File: config.mk
export PLATFORM = sky130hd
export DESIGN_NAME = wb_stage_seq_flat
export DESIGN_NICKNAME = d
export VERILOG_FILES = /design/src/rtl/wb_stage_seq_if.sv /design/src/rtl/wb_stage_seq.sv /design/src/flat_wrapper.sv
export SDC_FILE = /design/constraint.sdc
export NUM_CORES = 1
export LEC_CHECK = 0
export ABC_CLOCK_PERIOD_IN_PS = 1900
export CORE_MARGIN = 2
export CORE_UTILIZATION = 41
export DETAILED_ROUTE_END_ITERATION = 7
export GPL_TIMING_DRIVEN = 1
export PLACE_DENSITY = 0.89
export SLEW_MARGIN = 15
export SYNTH_ARGS = -nofsm -noshare
export SYNTH_HDL_FRONTEND = slang
export SYNTH_SLANG_ARGS = --single-unit
export TNS_END_PERCENT = 5
File: constraint.sdc
create_clock -name clk -period 1.9 [get_ports clk]
set_input_delay 0.38 -clock clk [delete_from_list [all_inputs] [get_ports clk]]
set_output_delay 0.38 -clock clk [all_outputs]
set_load 0.005 [all_outputs]
File: src/rtl/wb_stage_seq_if.sv
// Bundle of memory-stage handshake, load-response and register-file write signals
// for wb_stage_seq; slave is the stage's view, master the surrounding pipeline's.
interface wb_stage_seq_if #(
  parameter int WIDTH  = 32,
  parameter int REG_AW = 5
);
  logic              in_valid;
  logic              in_ready;
  logic [WIDTH-1:0]  alu;
  logic [WIDTH-1:0]  csr_rdata;
  logic [WIDTH-1:0]  pc;
  logic [1:0]        wb_sel;
  logic              reg_wr;
  logic [REG_AW-1:0] rd_addr;
  logic [2:0]        load_size;
  logic [2:0]        addr_lsb;
  logic              dmem_rvalid;
  logic [WIDTH-1:0]  dmem_rdata;
  logic              rf_we;
  logic [REG_AW-1:0] rf_waddr;
  logic [WIDTH-1:0]  rf_wdata;
  logic              stall_o;
  logic [63:0]       instret_o;

  modport slave (
    input  in_valid, alu, csr_rdata, pc, wb_sel, reg_wr, rd_addr,
           load_size, addr_lsb, dmem_rvalid, dmem_rdata,
    output in_ready, rf_we, rf_waddr, rf_wdata, stall_o, instret_o
  );

  modport master (
    output in_valid, alu, csr_rdata, pc, wb_sel, reg_wr, rd_addr,
           load_size, addr_lsb, dmem_rvalid, dmem_rdata,
    input  in_ready, rf_we, rf_waddr, rf_wdata, stall_o, instret_o
  );
endinterface

File: src/rtl/wb_stage_seq.sv
// Registered write-back stage: result select, load wait/stall, RF write port, instret.
// Define WB_LOAD_EXT_EN to shift/size/extend load data here instead of in the memory unit.
module wb_stage_seq #(
  parameter int WIDTH  = 32,
  parameter int REG_AW = 5
) (
  input logic           clk,
  input logic           rst_n,
  wb_stage_seq_if.slave bus
);

  typedef enum logic {IDLE, WAIT_LOAD} state_t;

  state_t            state, state_nxt;
  logic              transfer, is_load, complete;
  logic              we_nxt;
  logic [REG_AW-1:0] waddr_nxt;
  logic [WIDTH-1:0]  wdata_nxt, load_data;
  logic              cap_reg_wr;
  logic [REG_AW-1:0] cap_rd;

`ifdef WB_LOAD_EXT_EN
  logic [2:0] cap_size, cap_lsb;

  function automatic logic [WIDTH-1:0] load_result(input logic [WIDTH-1:0] raw,
                                                   input logic [2:0] size,
                                                   input logic [2:0] lsb);
    logic [WIDTH-1:0] sh, res;
    logic [5:0]       shamt;
    shamt = (WIDTH == 32) ? {1'b0, lsb[1:0], 3'b000} : {lsb, 3'b000};
    sh    = raw >> shamt;
    res   = sh;
    // At WIDTH=32 the 32-bit sign/zero extensions reduce to identity.
    case (size)
      3'b000: begin res = {WIDTH{sh[7]}};  res[7:0]  = sh[7:0];  end
      3'b001: begin res = {WIDTH{sh[15]}}; res[15:0] = sh[15:0]; end
      3'b010: begin res = {WIDTH{sh[31]}}; res[31:0] = sh[31:0]; end
      3'b100: begin res = '0; res[7:0]  = sh[7:0];  end
      3'b101: begin res = '0; res[15:0] = sh[15:0]; end
      3'b110: begin res = '0; res[31:0] = sh[31:0]; end
      default: res = sh;
    endcase
    return res;
  endfunction

  always_comb begin
    if (state == WAIT_LOAD) load_data = load_result(bus.dmem_rdata, cap_size, cap_lsb);
    else                    load_data = load_result(bus.dmem_rdata, bus.load_size, bus.addr_lsb);
  end
`else
  logic unused_ld;
  assign unused_ld = ^{bus.load_size, bus.addr_lsb};

  always_comb load_data = bus.dmem_rdata;
`endif

  always_ff @(posedge clk or negedge rst_n) begin
    if (!rst_n) state <= IDLE;
    else        state <= state_nxt;
  end

  always_comb begin
    state_nxt = state;
    case (state)
      IDLE:      if (transfer && is_load && !bus.dmem_rvalid) state_nxt = WAIT_LOAD;
      WAIT_LOAD: if (bus.dmem_rvalid) state_nxt = IDLE;
      default:   state_nxt = IDLE;
    endcase
  end

  always_comb begin
    bus.in_ready = (state == IDLE);
    is_load      = (bus.wb_sel == 2'b01);
    transfer     = bus.in_valid && (state == IDLE);
    bus.stall_o  = (state == WAIT_LOAD) || (transfer && is_load && !bus.dmem_rvalid);
    complete     = (transfer && (!is_load || bus.dmem_rvalid))
                || ((state == WAIT_LOAD) && bus.dmem_rvalid);
    if (state == WAIT_LOAD) begin
      we_nxt    = cap_reg_wr && (cap_rd != '0);
      waddr_nxt = cap_rd;
      wdata_nxt = load_data;
    end else begin
      we_nxt    = bus.reg_wr && (bus.rd_addr != '0);
      waddr_nxt = bus.rd_addr;
      case (bus.wb_sel)
        2'b00:   wdata_nxt = bus.alu;
        2'b01:   wdata_nxt = load_data;
        2'b10:   wdata_nxt = bus.pc + WIDTH'(4);
        default: wdata_nxt = bus.csr_rdata;
      endcase
    end
  end

  always_ff @(posedge clk or negedge rst_n) begin
    if (!rst_n) begin
      cap_reg_wr <= 1'b0;
      cap_rd     <= '0;
`ifdef WB_LOAD_EXT_EN
      cap_size   <= '0;
      cap_lsb    <= '0;
`endif
    end else if (transfer && is_load && !bus.dmem_rvalid) begin
      cap_reg_wr <= bus.reg_wr;
      cap_rd     <= bus.rd_addr;
`ifdef WB_LOAD_EXT_EN
      cap_size   <= bus.load_size;
      cap_lsb    <= bus.addr_lsb;
`endif
    end
  end

  always_ff @(posedge clk or negedge rst_n) begin
    if (!rst_n) begin
      bus.rf_we     <= 1'b0;
      bus.rf_waddr  <= '0;
      bus.rf_wdata  <= '0;
      bus.instret_o <= '0;
    end else begin
      bus.rf_we <= complete && we_nxt;
      if (complete) begin
        bus.rf_waddr  <= waddr_nxt;
        bus.rf_wdata  <= wdata_nxt;
        bus.instret_o <= bus.instret_o + 64'd1;
      end
    end
  end

endmodule

File: src/flat_wrapper.sv
// flat-port wrapper written by rule: the top's interface ports become plain ports
module wb_stage_seq_flat 
#(
  parameter int WIDTH  = 32,
  parameter int REG_AW = 5
)
  (clk, rst_n, bus_in_valid, bus_alu, bus_csr_rdata, bus_pc, bus_wb_sel, bus_reg_wr, bus_rd_addr, bus_load_size, bus_addr_lsb, bus_dmem_rvalid, bus_dmem_rdata, bus_in_ready, bus_rf_we, bus_rf_waddr, bus_rf_wdata, bus_stall_o, bus_instret_o);
  wb_stage_seq_if #(.WIDTH(WIDTH), .REG_AW(REG_AW)) bus_i ();
  input logic clk;
  input logic rst_n;
  input wire logic [$bits(bus_i.in_valid)-1:0] bus_in_valid;
  input wire logic [$bits(bus_i.alu)-1:0] bus_alu;
  input wire logic [$bits(bus_i.csr_rdata)-1:0] bus_csr_rdata;
  input wire logic [$bits(bus_i.pc)-1:0] bus_pc;
  input wire logic [$bits(bus_i.wb_sel)-1:0] bus_wb_sel;
  input wire logic [$bits(bus_i.reg_wr)-1:0] bus_reg_wr;
  input wire logic [$bits(bus_i.rd_addr)-1:0] bus_rd_addr;
  input wire logic [$bits(bus_i.load_size)-1:0] bus_load_size;
  input wire logic [$bits(bus_i.addr_lsb)-1:0] bus_addr_lsb;
  input wire logic [$bits(bus_i.dmem_rvalid)-1:0] bus_dmem_rvalid;
  input wire logic [$bits(bus_i.dmem_rdata)-1:0] bus_dmem_rdata;
  output wire logic [$bits(bus_i.in_ready)-1:0] bus_in_ready;
  output wire logic [$bits(bus_i.rf_we)-1:0] bus_rf_we;
  output wire logic [$bits(bus_i.rf_waddr)-1:0] bus_rf_waddr;
  output wire logic [$bits(bus_i.rf_wdata)-1:0] bus_rf_wdata;
  output wire logic [$bits(bus_i.stall_o)-1:0] bus_stall_o;
  output wire logic [$bits(bus_i.instret_o)-1:0] bus_instret_o;
  assign bus_i.in_valid = bus_in_valid;
  assign bus_i.alu = bus_alu;
  assign bus_i.csr_rdata = bus_csr_rdata;
  assign bus_i.pc = bus_pc;
  assign bus_i.wb_sel = bus_wb_sel;
  assign bus_i.reg_wr = bus_reg_wr;
  assign bus_i.rd_addr = bus_rd_addr;
  assign bus_i.load_size = bus_load_size;
  assign bus_i.addr_lsb = bus_addr_lsb;
  assign bus_i.dmem_rvalid = bus_dmem_rvalid;
  assign bus_i.dmem_rdata = bus_dmem_rdata;
  assign bus_in_ready = bus_i.in_ready;
  assign bus_rf_we = bus_i.rf_we;
  assign bus_rf_waddr = bus_i.rf_waddr;
  assign bus_rf_wdata = bus_i.rf_wdata;
  assign bus_stall_o = bus_i.stall_o;
  assign bus_instret_o = bus_i.instret_o;
  wb_stage_seq #(.WIDTH(WIDTH), .REG_AW(REG_AW)) u_core (.clk(clk), .rst_n(rst_n), .bus(bus_i));
endmodule
==> results.tsv, run 1 <==
metric	value	unit
status	finished with violations	
violations	setup timing	
dp_cells	1263	
drt-pass1-iter-count	5	
drt-vias-per-instance	5.65	
rows	46	
stdcell_area	10800	um2
routed_wl	25100	um
gr-total-overflow	0	
r2r_cells	7	
synth_area	6530	um2
grt.total_usage	0.284	
setup_ws	-0.0284	ns
end_kind	flop	
finalCritPeriodShare	1.01	
rrSetupSlack	-0.03	ns
r2r-start	u_core.bus.instret_o[32]	
clk_latency	0.36	ns
grt_pass1_wl	36900	um
synth_nets	862	
setup_viol	8	
crit_arrival	2.21	ns
synth_ff_type	dfrtp_1	
cap_violations	0	
wire_per_inst	19.4	um
cts_buffers	9	
clk_pin_slew	0.07	ns
fmax	0.519	GHz
avgSynthCellArea	9.15	um2
final_cells	1292	
hold_violations	0	
final_layout_size_suffix_gt1_frac	0.208	
worstMarginPinSlew	0.768	ns
synth.area.top_cells	dfrtp_1 42%, xor2_1 7.4%, nand2_1 4.7%	
fin_crit	1.93	ns
drv_slew	0	
clk_path_buf_depth	2	
hold_class	in2async	
synthArstFlopShare	1.00	
initialDrtViolationCount	679	
antenna_left	0	
cts_root_buf	clkbuf_16	
synth_edf_count	0	
ys_seq_area_frac	0.418	
cts_tree	built	
p_per_area	608	nW/um2
ios	250	
die_area	17000	um2
slew_headroom	0.486	
postPlaceCellArea	10100	um2
clock_sink_count	109	
grt_max_degree	110	
grt_pass1_vias	7222	
gp_congestion	0.925	
ys_warn_count	0	
synth_seq_cells	109	
start_kind	flop	
finClkSkew	0.00878	ns
htreeDepth	3	
critPathRequiredTime	2.18	ns
post-route-drc-count	0	
core-area	15700	um2
r2r-end	u_core.bus.instret_o[57]	
peakVddDrop	445	uV
rsz0062_at_grt	yes	
whs	0.0780	ns
antenna_found_initial	0	
power.total	6.59	mW
area_growth	65.9	%
dieHeight	130	um
nets	1221	
worstPathMaxFanout	5	
start_util	0.416	
p_leak	4.76	nW
vias	7294	
die_x	130	um
synthCells	714	
filler_cell_count	1151	
synth_cell_types	62	
io_buffers	243	
hpwl	18200	um
antennaDiodeCount	0	
yosysTopAreaCell	dfrtp_1	
synth.top_cell.area_share	0.418	
crit_type	reg2reg	
[state kept, by name, indices dropped and copies added, names as in the netlist]
signal	cells
u_core.bus.rf_we	1
u_core.cap_reg_wr	1
u_core.bus.rf_waddr	5
u_core.state	1
u_core.bus.instret_o	64
u_core.cap_rd	5
u_core.bus.rf_wdata	32
[layer usage]
| layer | track usage | share of wire | vias up |
|---|---|---|---|
| met2 | 0.492 | 0.51 | 442 |
| li1 | - | - | 3330 |
| met4 | 0.156 | 0.043 | 0 |
| met5 | 0 | 0 | - |
| met3 | 0.0582 | 0.089 | 70 |
| met1 | 0.328 | 0.35 | 3452 |
[worst max-delay path, cell delays in order (launching register included)]
cell and delay [ns]:
dfrtp_1 0.37, nand4_1 0.21, buf_4 0.22, nor4_2 0.20
nand4_2 0.26, buf_6 0.22, nor3_2 0.19, xor2_1 0.18
[cell families (layout without fill, tap and decap cells)]
| group | count (synthesis) | count (layout) | share of synthesized area |
|---|---|---|---|
| XOR/XNOR | 88 | 88 | 0.118 |
| AND/OR/NAND/NOR | 296 | 296 | 0.239 |
| AO/OA/AOI/OAI | 145 | 145 | 0.151 |
| buffers and inverters | 51 | 413 | 0.0331 |
| multiplexers | 23 | 23 | 0.0374 |
| adder cells (fa/ha/maj) | 2 | 2 | 0.00383 |
| flip-flops | 109 | 109 | 0.418 |
[per-stage QoR]
step                TNS [ns]   util  setup WS, ns
floorplan                  0      -        0.0432
global placement      -29.88  0.642        -0.469
detailed placement    -34.96  0.642        -0.530
CTS                    -1.03  0.668       -0.0956
global route           -2.14  0.690        -0.167
finish                -0.108  0.690       -0.0284
[worst max-delay path by stage]
stage / startpoint / endpoint / slack [ns] / cells after the start
after floorplan: bus_wb_sel[0] / u_core.cap_rd[0] / 0.04 / 5
after global placement: bus_wb_sel[0] / u_core.bus.instret_o[11] / -0.47 / 8
after CTS: bus_wb_sel[0] / u_core.bus.instret_o[20] / -0.1 / 8
after detailed placement: bus_wb_sel[0] / u_core.bus.instret_o[11] / -0.53 / 8
final: u_core.bus.instret_o[32] / u_core.bus.instret_o[57] / -0.03 / 7
after global routing: u_core.bus.instret_o[31] / u_core.bus.instret_o[54] / -0.17 / 7
[cell usage in the layout, fill, tap and decap left out, types with 3 or more instances in the layout]
cell	netlist	final
a21oi_1	19	19
a221oi_1	5	5
a222oi_1	8	8
a22o_1	11	11
a22oi_1	3	3
a31oi_1	10	10
and3_1	15	13
and4_1	10	9
buf_12	0	7
buf_4	0	129
buf_8	0	3
clkbuf_16	0	10
clkbuf_8	0	4
clkdlybuf4s50_1	0	236
dfrtp_1	109	108
inv_1	13	12
mux2_2	11	10
mux2i_1	12	12
nand2_1	82	82
nand2b_1	7	7
nand3_1	41	39
nand3_2	1	3
nand4_1	22	22
nor2_1	52	48
nor2_2	0	4
nor3_1	25	20
nor3_2	3	8
nor4_2	3	6
nor4_4	1	11
o211ai_1	8	8
o21a_1	4	4
o21ai_0	44	43
o21bai_1	3	3
o221ai_1	4	4
o22ai_1	7	6
or3_1	7	5
xnor2_1	33	33
xor2_1	55	55
[repair_timing]
item / 4_1_cts / 5_1_grt
buffers inserted: 4 / 9
hold endpoints to repair: 0 / 0
setup endpoints to repair: 33 / 63
gates cloned: 1 / 1
pin swaps: 4 / 17
gates resized for setup: 20 / 48
hold buffers: 0 / 0
[area by class of cell]
class	instances	area, um2	share of cell area
clock buffer	13	280	0.0259
clock inverter	1	5.00	0.000462
inverter	13	48.8	0.00450
multi-input combinational	554	3850	0.355
sequential	109	2730	0.252
tap	216	270	0.0249
timing repair buffer	386	3660	0.337
[power breakdown]
part / internal, mW / total (mW) / switching (mW)
Clock: 1.02 / 1.87 / 0.851
Combinational: 1.14 / 1.94 / 0.806
Sequential: 2.57 / 2.78 / 0.206
[synthesized netlist by cell type (13+ instances only)]
| cell type | n |
|---|---|
| a21oi_1 | 19 |
| and3_1 | 15 |
| clkbuf_1 | 22 |
| dfrtp_1 | 109 |
| inv_1 | 13 |
| nand2_1 | 82 |
| nand3_1 | 41 |
| nand4_1 | 22 |
| nor2_1 | 52 |
| nor3_1 | 25 |
| nor4_1 | 14 |
| o21ai_0 | 44 |
| xnor2_1 | 33 |
| xor2_1 | 55 |
Power figures use the tool's default switching activity.
==> inputs of run 2 (changes only) <==
--- a/config.mk
+++ b/config.mk
@@ -7,8 +7,8 @@
 export LEC_CHECK = 0
-export ABC_CLOCK_PERIOD_IN_PS = 1900
+export ABC_CLOCK_PERIOD_IN_PS = 2500
 export CORE_MARGIN = 2
-export CORE_UTILIZATION = 41
+export CORE_UTILIZATION = 48
 export DETAILED_ROUTE_END_ITERATION = 7
 export GPL_TIMING_DRIVEN = 1
-export PLACE_DENSITY = 0.89
+export PLACE_DENSITY = 0.82
 export SLEW_MARGIN = 15
==> constraint.sdc (replaced) <==
create_clock -name clk -period 2.5 [get_ports clk]
set_input_delay 0.375 -clock clk [delete_from_list [all_inputs] [get_ports clk]]
set_output_delay 0.375 -clock clk [all_outputs]
set_load 0.005 [all_outputs]
==> results.tsv, run 2 (synthesis results as in run 1) <==
metric	value	unit
drv_slew	0	
peakVddDrop	362	uV
grt_pass1_wl	35300	um
htreeDepth	3	
die_area	14600	um2
nets	1111	
status	finished clean	
clock_sink_count	109	
dp_slack	-0.0180	ns
grt.total_usage	0.312	
end_kind	primary output	
slew_headroom	0.490	
crit_arrival	2.02	ns
crit_type	in2out	
ios	250	
critPathRequiredTime	2.12	ns
rows	42	
worstPathMaxFanout	6	
fmax	0.417	GHz
finalCritPeriodShare	0.959	
antenna_left	0	
io_buffers	243	
power.total	4.81	mW
hpwl	17300	um
grt_max_degree	50	
largest_reg_flops	64	
whs	0.0576	ns
gr-total-overflow	0	
worstMarginPinSlew	0.762	ns
rrSetupSlack	0.30	ns
p_leak	4.04	nW
drt-vias-per-instance	5.92	
hold_class	in2async	
dp_cells	1128	
dieHeight	121	um
core-area	13200	um2
final_layout_size_suffix_gt1_frac	0.0837	
top_register	u_core.bus.instret_o	
drt-pass1-iter-count	8	
area_growth	46.7	%
hold_violations	0	
p_per_area	502	nW/um2
grt_use_met1	0.395	
post-route-drc-count	0	
clk_latency	0.34	ns
busiest_layer	met2	
cts_resized	1	
gr-usage-met3	0.0571	
gp_congestion	0.972	
stdcell_area	9580	um2
start_util	0.493	
final_common_cell	clkdlybuf4s50_1	
routed_wl	22200	um
cts_setup_buffers	0	
cts_tree	built	
finalCoreUtilization	0.724	
finClkSkew	0.00641	ns
vias	6767	
wire_per_inst	19.4	um
antennaDiodeCount	0	
cap_violations	0	
r2r_cells	5	
top_regs	u_core.bus.instret_o (64), u_core.bus.rf_wdata (32)	
die_x	121	um
ctsHoldBuffers	0	
start_kind	input pin	
antenna_found_initial	0	
finalSetupTns	0	ns
use_met2	0.524	
fin_crit	2.40	ns
grt_pass1_vias	6685	
setup_viol	0	
r2r-start	u_core.bus.instret_o[6]	
cts_buffers	9	
initialDrtViolationCount	603	
clk_pin_slew	0.07	ns
filler_cell_count	1072	
final_cells	1144	
rsz0062_at_grt	no	
postPlaceCellArea	9300	um2
cts_root_buf	clkbuf_16	
mostFrequentLayoutCells	241 x clkdlybuf4s50_1, 108 x dfrtp_1, 82 x nand2_1	
r2r-end	u_core.bus.instret_o[62]	
clk_path_buf_depth	2	
setup_ws	0.102	ns
==> run 2: cell count changes in the layout (fill, tap and decap cells not counted), sizes merged <==
cell	delta
dlygate4sd2	-2
inv	+2
clkinvlp	+1
clkinv	+2
clkdlybuf4s50	+5
dlymetal6s2s	-2
buf	-108
clkbuf	-5
bufbuf	-1
==> run 2: worst max-delay path by stage <==
| stage | cells past startpoint | endpoint | slack, ns | start |
|---|---|---|---|---|
| floorplan | 5 | u_core.cap_rd[0] | 0.65 | bus_wb_sel[0] |
| global placement | 8 | u_core.bus.rf_wdata[6] | 0.04 | bus_pc[2] |
| detailed placement | 5 | bus_stall_o | -0.02 | bus_wb_sel[0] |
| CTS | 5 | bus_stall_o | 0.09 | bus_wb_sel[0] |
| global route | 5 | bus_stall_o | 0.07 | bus_wb_sel[0] |
| finish | 5 | bus_stall_o | 0.10 | bus_wb_sel[0] |
==> run 2: report_power, final <==
group | total (mW) | internal (mW) | switching (mW)
combinational | 1.30 | 0.746 | 0.549
sequential | 2.14 | 1.96 | 0.183
clock | 1.38 | 0.713 | 0.666
total | 4.81 | 3.41 | 1.40
==> run 2: routing by layer <==
| layer | part of all wire | up-vias |
|---|---|---|
| met3 | 0.088 | 55 |
| met1 | 0.39 | 3217 |
| met5 | 0 | - |
| met4 | 0.040 | 0 |
| met2 | 0.48 | 380 |
| li1 | - | 3115 |
==> run 2: final cells by class <==
type / instances / area (um2) / share of cell area
clock buffer: 10 / 239 / 0.0249
clock inverter: 6 / 46.3 / 0.00483
inverter: 13 / 48.8 / 0.00509
multi-input combinational: 554 / 3590 / 0.375
sequential: 109 / 2730 / 0.285
tap: 176 / 220 / 0.0230
timing repair buffer: 276 / 2710 / 0.283
==> run 2: critical path: stages <==
cell and delay, ns:
clkdlybuf4s50_1 0.48, and2b_2 0.29, nand2_1 0.10, o21ai_0 0.20, clkdlybuf4s50_1 0.57
==> inputs of run 3 (changes only) <==
ABC_CLOCK_PERIOD_IN_PS = not set   (was 2500)
==> results of run 3 <==
Same layout as run 2: the final DEF is identical, and so are final timing and power.
